### src/rtl/fmc_spi_pkg.sv
// Shared types and helpers for the FMC150 common-SPI arbiter.
package fmc_spi_pkg;

    typedef enum logic [2:0] {IDLE, SETUP, SHIFT, HOLD, GAP} state_e;

    localparam int unsigned MAX_BITS = 32;
    localparam int unsigned LEN_W    = 6;

    // A zero or oversize length means a full 32-bit frame.
    function automatic logic [LEN_W-1:0] norm_len(input logic [LEN_W-1:0] len);
        if (len == '0 || len > LEN_W'(MAX_BITS)) return LEN_W'(MAX_BITS);
        return len;
    endfunction

endpackage

### src/rtl/spi_rr_arbiter.sv
// Round-robin picker: first valid requester above rr_ptr, wrapping.
module spi_rr_arbiter
    import fmc_spi_pkg::*;
#(
    parameter int unsigned NREQ  = 2,
    parameter int unsigned IDX_W = (NREQ > 1) ? $clog2(NREQ) : 1
) (
    input  logic [NREQ-1:0]  req_valid,
    input  logic [IDX_W-1:0] rr_ptr,
    input  logic             enable,
    output logic [NREQ-1:0]  grant,
    output logic [IDX_W-1:0] grant_idx
);

    int unsigned      cand;
    logic [IDX_W-1:0] cand_idx;
    logic             found;

    always_comb begin
        grant     = '0;
        grant_idx = '0;
        found     = 1'b0;
        cand      = 0;
        cand_idx  = '0;
        for (int unsigned i = 1; i <= NREQ; i++) begin
            cand     = (32'(rr_ptr) + i) % NREQ;
            cand_idx = IDX_W'(cand);
            if (enable && !found && req_valid[cand_idx]) begin
                found           = 1'b1;
                grant[cand_idx] = 1'b1;
                grant_idx       = cand_idx;
            end
        end
    end

endmodule

### src/rtl/fmc_spi_arbiter.sv
// Arbitrates NREQ register-access requesters onto the single FMC150 SPI bus;
// one owner drives sclk/sdo at a time, each requester has its own csb and sdi.
module fmc_spi_arbiter
    import fmc_spi_pkg::*;
#(
    parameter int unsigned NREQ     = 2,
    parameter int unsigned CLKDIV   = 4,
    parameter int unsigned CS_SETUP = 2,
    parameter int unsigned CS_HOLD  = 2
) (
    input  logic                  CLK,
    input  logic                  RST,
    input  logic [NREQ-1:0]       req_valid,
    output logic [NREQ-1:0]       req_ready,
    input  logic [NREQ*LEN_W-1:0] req_len,
    input  logic [NREQ*32-1:0]    req_data,
    output logic [NREQ-1:0]       rsp_valid,
    output logic [31:0]           rsp_data,
    output logic                  spi_sclk,
    output logic                  spi_sdo,
    output logic [NREQ-1:0]       spi_csb,
    input  logic [NREQ-1:0]       spi_sdi,
    output logic                  busy
);

    localparam int unsigned IDX_W = (NREQ > 1) ? $clog2(NREQ) : 1;
    localparam int unsigned CNT_W = 16;
    localparam logic [CNT_W-1:0] DIV_LAST   = CNT_W'(CLKDIV - 1);
    localparam logic [CNT_W-1:0] SETUP_LAST = CNT_W'(CS_SETUP - 1);
    localparam logic [CNT_W-1:0] HOLD_LAST  = CNT_W'(CS_HOLD - 1);

    state_e           state_q, state_d;
    logic [IDX_W-1:0] idx_q, rr_ptr_q;
    logic [LEN_W-1:0] len_q, bit_cnt_q;
    logic [CNT_W-1:0] cnt_q;
    logic [31:0]      shreg_q, cap_q, rsp_data_q;
    logic [NREQ-1:0]  rsp_valid_q;
    logic             sclk_q;

    logic [NREQ-1:0]  grant;
    logic [IDX_W-1:0] grant_idx;
    logic             arb_en, accept, cnt_done, rise, fall, last_bit;
    logic [LEN_W-1:0] sel_len;
    logic [31:0]      sel_data;

    // Arbitration pauses for the rsp_valid cycle and while reset is held.
    assign arb_en = (state_q == IDLE) && !(|rsp_valid_q) && !RST;
    assign accept = |(req_valid & grant);

    spi_rr_arbiter #(
        .NREQ  (NREQ),
        .IDX_W (IDX_W)
    ) u_rr (
        .req_valid (req_valid),
        .rr_ptr    (rr_ptr_q),
        .enable    (arb_en),
        .grant     (grant),
        .grant_idx (grant_idx)
    );

    always_comb begin
        sel_len  = '0;
        sel_data = '0;
        for (int unsigned i = 0; i < NREQ; i++) begin
            if (grant[i]) begin
                sel_len  = norm_len(req_len[i*LEN_W +: LEN_W]);
                sel_data = req_data[i*32 +: 32];
            end
        end
    end

    always_comb begin
        case (state_q)
            SETUP:       cnt_done = (cnt_q == SETUP_LAST);
            SHIFT, GAP:  cnt_done = (cnt_q == DIV_LAST);
            HOLD:        cnt_done = (cnt_q == HOLD_LAST);
            default:     cnt_done = 1'b0;
        endcase
    end

    assign rise     = (state_q == SHIFT) && cnt_done && !sclk_q;
    assign fall     = (state_q == SHIFT) && cnt_done && sclk_q;
    assign last_bit = fall && (bit_cnt_q == len_q - LEN_W'(1));

    always_ff @(posedge CLK or posedge RST) begin
        if (RST) state_q <= IDLE;
        else     state_q <= state_d;
    end

    always_comb begin
        state_d = state_q;
        case (state_q)
            IDLE:    if (accept)   state_d = (CS_SETUP > 0) ? SETUP : SHIFT;
            SETUP:   if (cnt_done) state_d = SHIFT;
            SHIFT:   if (last_bit) state_d = (CS_HOLD > 0) ? HOLD : GAP;
            HOLD:    if (cnt_done) state_d = GAP;
            GAP:     if (cnt_done) state_d = IDLE;
            default: state_d = IDLE;
        endcase
    end

    always_comb begin
        spi_csb = '1;
        if (state_q == SETUP || state_q == SHIFT || state_q == HOLD) spi_csb[idx_q] = 1'b0;
        busy      = (state_q != IDLE);
        req_ready = grant;
    end

    // The shift register drains to zero after len shifts, so sdo idles low.
    always_ff @(posedge CLK or posedge RST) begin
        if (RST) begin
            idx_q       <= '0;
            rr_ptr_q    <= IDX_W'(NREQ - 1);
            len_q       <= '0;
            bit_cnt_q   <= '0;
            cnt_q       <= '0;
            shreg_q     <= '0;
            cap_q       <= '0;
            rsp_data_q  <= '0;
            rsp_valid_q <= '0;
            sclk_q      <= 1'b0;
        end else begin
            cnt_q       <= (state_q == IDLE || cnt_done) ? '0 : cnt_q + CNT_W'(1);
            rsp_valid_q <= '0;
            if (accept) begin
                idx_q     <= grant_idx;
                rr_ptr_q  <= grant_idx;
                len_q     <= sel_len;
                shreg_q   <= sel_data << (LEN_W'(MAX_BITS) - sel_len);
                cap_q     <= '0;
                bit_cnt_q <= '0;
            end
            if (rise) begin
                sclk_q <= 1'b1;
                cap_q  <= {cap_q[30:0], spi_sdi[idx_q]};
            end
            if (fall) begin
                sclk_q    <= 1'b0;
                shreg_q   <= {shreg_q[30:0], 1'b0};
                bit_cnt_q <= bit_cnt_q + LEN_W'(1);
            end
            if (state_q == GAP && cnt_done) begin
                rsp_valid_q[idx_q] <= 1'b1;
                rsp_data_q         <= cap_q;
            end
        end
    end

    assign spi_sclk  = sclk_q;
    assign spi_sdo   = shreg_q[31];
    assign rsp_valid = rsp_valid_q;
    assign rsp_data  = rsp_data_q;

endmodule

### config.mk
export PLATFORM = sky130hd
export DESIGN_NAME = fmc_spi_arbiter
export DESIGN_NICKNAME = d
export VERILOG_FILES = /design/src/rtl/fmc_spi_pkg.sv /design/src/rtl/spi_rr_arbiter.sv /design/src/rtl/fmc_spi_arbiter.sv
export SDC_FILE = /design/constraint.sdc
export NUM_CORES = 1
export LEC_CHECK = 0
export ABC_CLOCK_PERIOD_IN_PS = 4000
export BUFFER_PORTS_ARGS = -buffer_cell sky130_fd_sc_hd__buf_4
export CORE_MARGIN = 2
export CORE_UTILIZATION = 52
export CTS_CLUSTER_DIAMETER = 50
export DETAILED_ROUTE_END_ITERATION = 12
export HOLD_SLACK_MARGIN = 0.06
export PLACE_DENSITY_LB_ADDON = 0.05
export RECOVER_POWER = 100
export SLEW_MARGIN = 20
export SYNTH_ARGS = -nofsm -noshare
export SYNTH_HDL_FRONTEND = slang
export SYNTH_SLANG_ARGS = --single-unit
### constraint.sdc
create_clock -name CLK -period 4 [get_ports CLK]
set_input_delay 0.4 -clock CLK [delete_from_list [all_inputs] [get_ports CLK]]
set_output_delay 0.4 -clock CLK [all_outputs]
set_load 0.02 [all_outputs]
=== Yosys cells after proc, flatten, opt, wreduce, memory -nomap -nowiden ===
Index checks and enable logic that the tools add are counted.

* Output and inout port bits: 41
* Word-level logic and storage cells: 122
* Input port bits: 82
* Bits in registers: 132

* Multiplexer cells: 47
* $add $sub $neg: 6
* Reductions and logical operators: 34
* $lt $le $gt $ge: 8
* Shifts and indexed selects: 1
* Bitwise gates (word level): 3
* Equality and inequality tests: 12

{| class="wikitable"
|+ Operator list
! cell !! number
|-
| 2-to-1 mux 32 bit || 6
|-
| 2-to-1 mux 6 bit || 8
|-
| << shifter 32 x 6 -> 32 bit || 1
|-
| 2-to-1 mux 1 bit || 18
|-
| adder 16 x 1 -> 16 bit, second input constant || 1
|-
| equality test 16 x 1 -> 1 bit, second input constant || 1
|-
| equality test 16 x 2 -> 1 bit, second input constant || 1
|-
| 2-to-1 mux 16 bit || 1
|-
| 2-to-1 mux 3 bit || 5
|-
| one-hot mux 3 bit (5 select lines) || 1
|-
| logical AND 1 bit || 13
|-
| greater-than comparator 6 bit, second input constant || 2
|-
| zero test 6 bit || 2
|-
| inequality test 2 bit, second input constant || 5
|-
| 2-to-1 mux 2 bit || 4
|-
| OR reduction 2 bit || 4
|-
| adder 6 x 1 -> 6 bit, second input constant || 1
|-
| equality test 3 x 2 -> 1 bit, second input constant || 2
|-
| equality test 6 bit || 1
|-
| less-than comparator 1 x 2 -> 1 bit, second input constant || 3
|-
| nonzero test 2 bit || 3
|-
| subtractor 6 x 1 -> 6 bit, second input constant || 1
|-
| subtractor 6 bit, first input constant || 1
|-
| logical OR 1 bit || 5
|-
| 13 further kinds || 21
|}

=== Longest topological paths before layout ===
Gate-level depths: netlist of the first run.

* Depth after elaboration: 18
* Mapped depth: 16
* Depth with buffers taken out: 13

=== Hierarchy ===
From an unflattened synthesis of the first run, not the netlist that was laid out.

* Cell total of the unflattened synthesis: 815
* Area total of the unflattened synthesis: 7733.7 um^2

{| class="wikitable"
|+ By module, submodules not included
! module !! cells each !! times used !! area each (um^2)
|-
| fmc_spi_arbiter || 809 || 1 || 7707.4
|-
| spi_rr_arbiter || 6 || 1 || 26.3
|}

=== Least setup slack after synthesis of the first run ===
OpenSTA, ideal clock, no wires.

* Path type: reg2reg
* From: register state_q[1]
* To: register shreg_q[31]
* Setup slack: 203 ps
* Stages on the path, launching flop included: 16
* Clock period less this slack: 3797 ps
* Library setup time: 145 ps
* Path buffers: 5
* Arrival time: 3652 ps
* Cells stage by stage: dfrtp_1 buf_6 or3_4 nor4_2 clkbuf_1 buf_1 nand2_1 ha_1 inv_1 clkbuf_1 clkbuf_1 o21bai_1 o21ai_0 nor2_1 a221oi_1 o221ai_1

* Longest elaborated chain between the ends: 15
* Elaborated cells between the ends (all ways): 31
* Classes of those cells: add/sub (1); eq/ne (4); shift (1); mux (10); bitwise (2); reduce/logical (13)

{| class="wikitable"
|+ RTL lines
! what !! RTL line !! RTL
|-
| start: declaration || fmc_spi_arbiter.sv:32 || <nowiki>state_e state_q, state_d;</nowiki>
|-
| start signal: assignment || fmc_spi_arbiter.sv:87 || <nowiki>else state_q <= state_d;</nowiki>
|-
| zero test 3 bit || fmc_spi_arbiter.sv:47 || <nowiki>assign arb_en = (state_q == IDLE) && !(|rsp_valid_q) && !RST;</nowiki>
|-
| logical AND 1 bit (2 in series) || fmc_spi_arbiter.sv:47 ||
|-
| logical AND 1 bit || spi_rr_arbiter.sv:28 || <nowiki>if (enable && !found && req_valid[cand_idx]) begin</nowiki>
|-
| 2-to-1 mux 1 bit || spi_rr_arbiter.sv:28 ||
|-
| zero test 1 bit || spi_rr_arbiter.sv:28 ||
|-
| logical AND 1 bit (2 in series) || spi_rr_arbiter.sv:28 ||
|-
| 2-to-1 mux 2 bit || spi_rr_arbiter.sv:28 ||
|-
| 2-to-1 mux 6 bit (2 in series) || fmc_spi_arbiter.sv:65 || <nowiki>if (grant[i]) begin</nowiki>
|-
| subtractor 6 bit || fmc_spi_arbiter.sv:129 || <nowiki>shreg_q <= sel_data << (LEN_W'(MAX_BITS) - sel_len);</nowiki>
|-
| << shifter 32 x 6 -> 32 bit || fmc_spi_arbiter.sv:129 ||
|-
| 2-to-1 mux 32 bit || fmc_spi_arbiter.sv:125 || <nowiki>if (accept) begin</nowiki>
|-
| 2-to-1 mux 32 bit || fmc_spi_arbiter.sv:137 || <nowiki>if (fall) begin</nowiki>
|-
| end signal: assignment || fmc_spi_arbiter.sv:129 ||
|-
| end signal: assignment || fmc_spi_arbiter.sv:139 || <nowiki>shreg_q <= {shreg_q[30:0], 1'b0};</nowiki>
|-
| end: declaration || fmc_spi_arbiter.sv:36 || <nowiki>logic [31:0] shreg_q, cap_q, rsp_data_q;</nowiki>
|}

Several ways; a longest one is shown, not always the timed one. The select of a mux whose other input is x is not followed.
A chain may end at the register's enable or synchronous reset.

=== Final worst setup path of the first run ===
* From: register state_q[2]
* To: register shreg_q[25]

The elaborated chain is that of the path after synthesis.

==> metrics.md, run 1 <==
| Metric | Value |
|---|---|
| Min-delay src | `req_len[5]` |
| Core area | `14,600 um2` |
| Uppermost layer routed | `met4` |
| Cells on worst reg2reg path | `10` |
| CTS Buffer Depth | `2` |
| Port bufs | `122` |
| Share of cells above drive strength 1 | `18.8%` |
| Largest net degree at the start of global routing | `76` |
| Hold Path Cell Cnt | `3` |
| Cell count after synthesis | `883` |
| Iter 0 DRT Violations | `674` |
| Clock-pin slew on the worst setup and hold paths | `70 ps` |
| Worst Path Arrival | `3910 ps` |
| Synth top area cells | `dfrtp_1 42%, nand2_1 6.9%, mux2_2 6.1%` |
| Num rows | `44` |
| Global-route wire length before repair | `36,500 um` |
| Fmax | `280 MHz` |
| Via Count | `7,326` |
| I/O pins | `123` |
| Nets | `1,073` |
| Setup TNS | `0 ps` |
| Setup crit end kind | `flip-flop` |
| GR Util All Layers | `28.4%` |
| Seq pwr share | `34.8%` |
| Syn avg cell area | `8.83 um2` |
| # setup viols final | `0` |
| WL met2 | `9980 um` |
| CP required | `4340 ps` |
| Die area | `16,000 um2` |
| Via-to-Cell Ratio | `6.19` |
| EDFF count, synth | `0` |
| Worst-margin pin slew | `2750 ps` |
| Clock skew | `10.0 ps` |
| Sink Count | `132` |
| Failing checks | `max-capacitance violations, max-slew violations` |
| #FFs+latches synth | `132` |
| Post-route ant nets | `0` |
| Pre-antenna DRT Iters | `5` |
| Die Wd | `126 um` |
| Clock tree root buffer cell | `clkbuf_16` |
| DP HPWL | `16,000 um` |
| CP Class | `flip-flop to flip-flop` |
| Async SR Flop Fraction | `100%` |
| Layout Utilization | `63.7%` |
| DRC | `0` |
| CTS Hold Buffers Added | `0` |
| Post-synth top cells | `143 x nand2_1, 131 x dfrtp_1, 65 x nand3_1` |
| Hold WC Path Type | `input port to flip-flop` |
| Met1 Wirelength | `10,600 um` |
| Chip height | `126 um` |
| Post-CTS Resized | `0` |
| Synthesis-to-layout area growth | `19.3%` |
| Worst Hold Endpoint | `len_q[5]` |
| # H-tree levels | `4` |
| Total power after layout | `5100 uW` |
| Ys Warns | `0` |
| Vias in the first global route | `6,870` |
| TritonCTS buffer count | `17` |
| Status | `complete, but fails checks` |
| Post-synth top area share | `42.1%` |
| WL final | `22,700 um` |
| Reg-to-Reg Start | `state_q[2]` |
| Sw power | `2000 uW` |
| Clk_lat worst skew | `420 ps` |
| Synthesized Nets | `969` |
| Main synth FF type | `dfrtp_1` |
| Grt ovf | `0` |
| Final slew viol count | `160` |
| Met3 wire len | `1760 um` |
| Initial antenna violation count | `0` |
| Switching share of power | `39.2%` |
| Syn Std Cell Area | `7790 um2` |
| Leak | `0.00437 uW` |
| RSZ-0062 raised after global routing | `false` |
| Drt wl/cell | `19.1 um` |
| CP Max Fanout | `27` |
| Yosys cell types | `67` |
| Crit path from | `state_q[2]` |
| Power per cell area | `548 nW/um2` |
| N_diodes | `0` |
| Post-CTS setup buffers | `0` |
| Post-synth top area cell | `dfrtp_1` |
| R2R setup slack | `430 ps` |
| Initial core utilization | `53.4%` |
| Final period util | `89.2%` |
| Seq/Total Area, Yosys | `42.4%` |
| Max_slew headroom | `-83.4%` |
| Worst Setup Start Kind | `flip-flop` |
| Final-report hold violation count | `0` |
| Clock power frac | `30.1%` |
| Pint | `3100 uW` |
| Routability congestion estimate | `0.929` |
| CTS tree | `done` |
| Tmin final | `3570 ps` |
| Top-count cell post-synth | `nand2_1` |
| Worst slack at placement | `543 ps` |
| Comb pwr share | `35.1%` |
| FF-to-FF End | `shreg_q[25]` |
| Final worst slack | `433 ps` |
| Max VDD drop | `0.345 mV` |
| Max-cap violations | `4` |
[area by class of cell]
| class | instances | area, um2 |
|---|---|---|
| multi-input combinational | 673 | 4170 |
| sequential | 132 | 3300 |
| clock buffer | 17 | 425 |
| inverter | 14 | 52.6 |
| fill | 1252 | 5290 |
| timing repair buffer | 149 | 953 |
| tap | 184 | 230 |
| clock inverter | 15 | 158 |
[registers in the layout, summed over array words and instances, names as in the netlist]
name	count
idx_q	1
len_q	6
bit_cnt_q	6
cap_q	32
spi_sclk	1
rr_ptr_q	1
shreg_q	32
cnt_q	16
rsp_data	32
state_q	3
rsp_valid	2
[power groups by stage]
stage	Combinational [uW]	Sequential (uW)	Clock (uW)
after floorplan	1270	1750	0
after global routing	1960	1810	1610
after CTS	1820	1770	1550
final	1790	1780	1530
after global placement	1780	1780	0
after detailed placement	1810	1790	0
[cell usage in the layout, fill, tap and decap left out, drive strengths merged, types with 24 or more instances in the layout]
master    n
a21oi    40
a32oi    24
buf     101
clkbuf   65
dfrtp   131
inv      24
mux2     43
mux2i    25
nand2   143
nand3    65
nor2     63
o21ai    62
[logic make-up (layout without fill, tap and decap cells)]
| family | Yosys count | after routing | share of synthesized area (%) |
|---|---|---|---|
| AOI/OAI and AO/OA | 219 | 219 | 19.0 |
| and+or+nand+nor | 356 | 356 | 21.0 |
| buffers and inverters | 78 | 195 | 4.25 |
| adders and majority gates | 4 | 4 | 0.642 |
| muxes | 69 | 69 | 9.76 |
| xor gates and xnor gates | 25 | 25 | 2.91 |
| DFF | 132 | 132 | 42.4 |
[worst max-delay path, cell delays in order, from the launching register on]
cell,delay [ps]
dfrtp_1,490
or3_1,510
nor4_4,240
buf_4,330
o21ai_0,290
a41oi_1,310
a31o_1,500
nand2_1,330
a21oi_1,270
o21ai_0,120
o211ai_1,90
[worst max path at each step]
| stage | slack (ps) | cells past startpoint | end |
|---|---|---|---|
| CTS | 660 | 10 | shreg_q[31] |
| global placement | 690 | 12 | shreg_q[31] |
| floorplan | 80 | 1 | bit_cnt_q[0] |
| global route | 180 | 10 | shreg_q[25] |
| finish | 430 | 10 | shreg_q[25] |
| detailed placement | 540 | 12 | shreg_q[15] |
[routing by layer]
metal | vias to the layer above | track usage [%]
met1 | 3564 | 42.7
met4 | 0 | 7.18
met2 | 311 | 42.1
met5 | - | 0
met3 | 32 | 6.12
li1 | 3419 | -
[per-stage QoR]
stage	cells	instance area, um2	hold WS (ps)
floorplan	883	7790	449
global route	1184	9300	296
global placement	1152	8910	472
detailed placement	1152	8910	482
CTS	1184	9490	246
finish	1184	9300	289
Power figures use the tool's default switching activity.
==> inputs of run 2 (changes only) <==
--- a/config.mk
+++ b/config.mk
@@ -7,6 +7,7 @@
 export LEC_CHECK = 0
 export ABC_CLOCK_PERIOD_IN_PS = 4000
 export BUFFER_PORTS_ARGS = -buffer_cell sky130_fd_sc_hd__buf_4
+export CORE_ASPECT_RATIO = 0.8
 export CORE_MARGIN = 2
 export CORE_UTILIZATION = 52
 export CTS_CLUSTER_DIAMETER = 50
==> run 2 against run 1 <==
Effect of this change: hold slack improved by 14 ps; critical path type unchanged; critical endpoint is now shreg_q[29]; critical path depth increased by 1; largest cell class unchanged; clock power about the same; the flow still finishes with violations (max-capacitance violations, max-slew violations).
==> metrics.md, run 2 (same netlist as run 1, synthesis figures left out) <==
| Metric | Value |
|---|---|
| CTS Buffer Depth | `2 (unchanged)` |
| WP buf/inv | `1 (unchanged)` |
| Via-to-Cell Ratio | `6.26 (+1.2%)` |
| Die Wd | `141 um (+11%)` |
| CTS Hold Buffers Added | `0 (unchanged)` |
| RSZ-0062 raised after global routing | `false` |
| CTS tree | `done` |
| Via Count | `7,402 (+1.0%)` |
| Worst Setup Start Kind | `flip-flop` |
| Crit-path max cell delay | `750 ps (+240 ps)` |
| Min-delay src | `spi_sdi[1]` |
| Final slew viol count | `145 (-9.4%)` |
| Nets | `1,071 (-0.19%)` |
| Pre-antenna DRT Iters | `5 (unchanged)` |
| TritonCTS buffer count | `17 (unchanged)` |
| # setup viols final | `0 (unchanged)` |
| Max-cap violations | `4 (unchanged)` |
| Share of cells above drive strength 1 | `19.4% (+0.64 points)` |
| Hold WC Path Type | `input port to flip-flop` |
| Clk_lat worst skew | `430 ps (about the same)` |
| Worst Hold Endpoint | `cap_q[0]` |
| Reg-to-Reg Start | `state_q[2]` |
| GR Util All Layers | `29.7% (+1.3 points)` |
| Synthesis-to-layout area growth | `19.1%` |
| Initial core utilization | `54.0% (+0.54 points)` |
| Worst Path Arrival | `3960 ps (+50 ps)` |
| Post-CTS Resized | `0 (unchanged)` |
| Chip height | `114 um (-10%)` |
| Clock skew | `10.5 ps (+0.487 ps)` |
| R2R setup slack | `380 ps (-50 ps)` |
| Sequential standard cell area | `3300 um2 (unchanged)` |
| Multi-input gate area | `4180 um2 (about the same)` |
| Tmin final | `3620 ps (+48.2 ps)` |
| Hold Path Cell Cnt | `3 (unchanged)` |
| I/O pins | `123 (unchanged)` |
| WL final | `23,300 um (+2.6%)` |
| Sink Count | `132 (unchanged)` |
| CP Max Fanout | `24 (-11%)` |
| Clock tree root buffer cell | `clkbuf_16` |
| Grt ovf | `0 (unchanged)` |
| Max_slew headroom | `-88.5% (-5.1 points)` |
| Port bufs | `122 (unchanged)` |
| Global-route wire length before repair | `37,700 um (+3.2%)` |
| Die area | `16,000 um2 (about the same)` |
| Setup TNS | `0 ps (unchanged)` |
| Final period util | `90.4% (+1.2 points)` |
| Post-CTS setup buffers | `0 (unchanged)` |
| CP Cell Sequence | `or3_4, nor4_4, nand2_1, ha_1, xnor2_2, buf_4, mux2i_1, nand2_1, o21ai_0, mux2i_1, o211ai_1` |
| Final-report hold violation count | `0 (unchanged)` |
| Most frequent cells in the layout | `143 x nand2_1, 131 x dfrtp_1, 100 x buf_4` |
| Fmax | `277 MHz (-1.3%)` |
| CP Class | `flip-flop to flip-flop` |
| N_diodes | `0 (unchanged)` |
| Non-filler cells, final | `1,182 (-0.17%)` |
| FILL cells | `1,205 (-3.8%)` |
| Leak | `0.00436 uW (-0.24%)` |
| Vias in the first global route | `6,898 (+0.41%)` |
| Iter 0 DRT Violations | `829 (+23%)` |
| # H-tree levels | `4 (unchanged)` |
| Setup crit end kind | `flip-flop` |
| Routability congestion estimate | `0.954 (+2.7%)` |
| Post-route ant nets | `0 (unchanged)` |
| Initial antenna violation count | `0 (unchanged)` |
| Drt wl/cell | `19.7 um (+2.7%)` |
| Failing checks | `max-capacitance violations, max-slew violations` |
| Worst-margin pin slew | `2810 ps (+63.3 ps)` |
| Max VDD drop | `0.322 mV (-6.6%)` |
| DRC | `0 (unchanged)` |
| Placed Cells | `1,150 (-0.17%)` |
| CP required | `4340 ps (about the same)` |
| DP HPWL | `16,600 um (+3.8%)` |
| Largest net degree at the start of global routing | `66 (-13%)` |
| Clock-pin slew on the worst setup and hold paths | `60 ps (about the same)` |
| Cells on worst reg2reg path | `11 (+1)` |
| Num rows | `39 (-11%)` |
| Core area | `14,400 um2 (-0.99%)` |
| Power per cell area | `552 nW/um2 (+0.69%)` |
| Top delay family on crit path | `simple AND/OR/NAND/NOR gates` |
| Status | `complete, but fails checks` |
| Slowest cell on crit path | `xnor2_2` |
| Commonest non-fill, non-tap cell in the layout | `nand2_1` |
| FF-to-FF End | `shreg_q[29]` |
## run 2: metal layers
| metal | global-route usage [%] | vias to the layer above | share of wire (%) |
|---|---|---|---|
| li1 | - | 3424 | - |
| met3 | 6.93 | 21 | 9.3 |
| met2 | 41.7 | 362 | 43 |
| met1 | 46.5 | 3595 | 47 |
| met4 | 7.00 | 0 | 0.92 |
| met5 | 0 | - | 0 |
## run 2: power breakdown
group	internal [uW]	switching [uW]
registers	1570	215
logic	642	1150
clock network	884	665
## run 2: how the worst max path moves through the flow
stage               startpoint      endpoint  slack [ps]  cells after the start
global route        state_q[2]   shreg_q[29]          60                     11
global placement    state_q[2]   shreg_q[31]         560                     10
CTS                 state_q[2]   shreg_q[29]         410                     11
floorplan                  RST  bit_cnt_q[0]          80                      1
finish              state_q[2]   shreg_q[29]         380                     11
detailed placement  state_q[2]   shreg_q[31]         440                     10
## run 2: final cells by class
| cell class | count | share of cell area (%) |
|---|---|---|
| multi-input cells | 673 | 45.0 |
| flip-flops and latches | 132 | 35.6 |
| repair buffers | 147 | 10.1 |
| clock buffers | 17 | 4.58 |
| well taps | 184 | 2.48 |
| clock inverters | 15 | 1.75 |
| inverters | 14 | 0.579 |
## run 2: worst min-delay path: stages
cell and delay [ps]:
buf_4 80, mux2i_1 60, o21ai_0 150
## run 2: per-stage QoR
stage	worst slack, ps	hold slack [ps]	cell area (um2)	power [uW]	util (%)
after floorplan	75.6	449	7790	3010	-
final	385	304	9290	5130	64.3
after global routing	63.2	321	9290	5420	64.3
after detailed placement	436	463	8890	3600	61.5
after CTS	407	187	9470	5150	65.6
after global placement	560	473	8880	3560	61.5
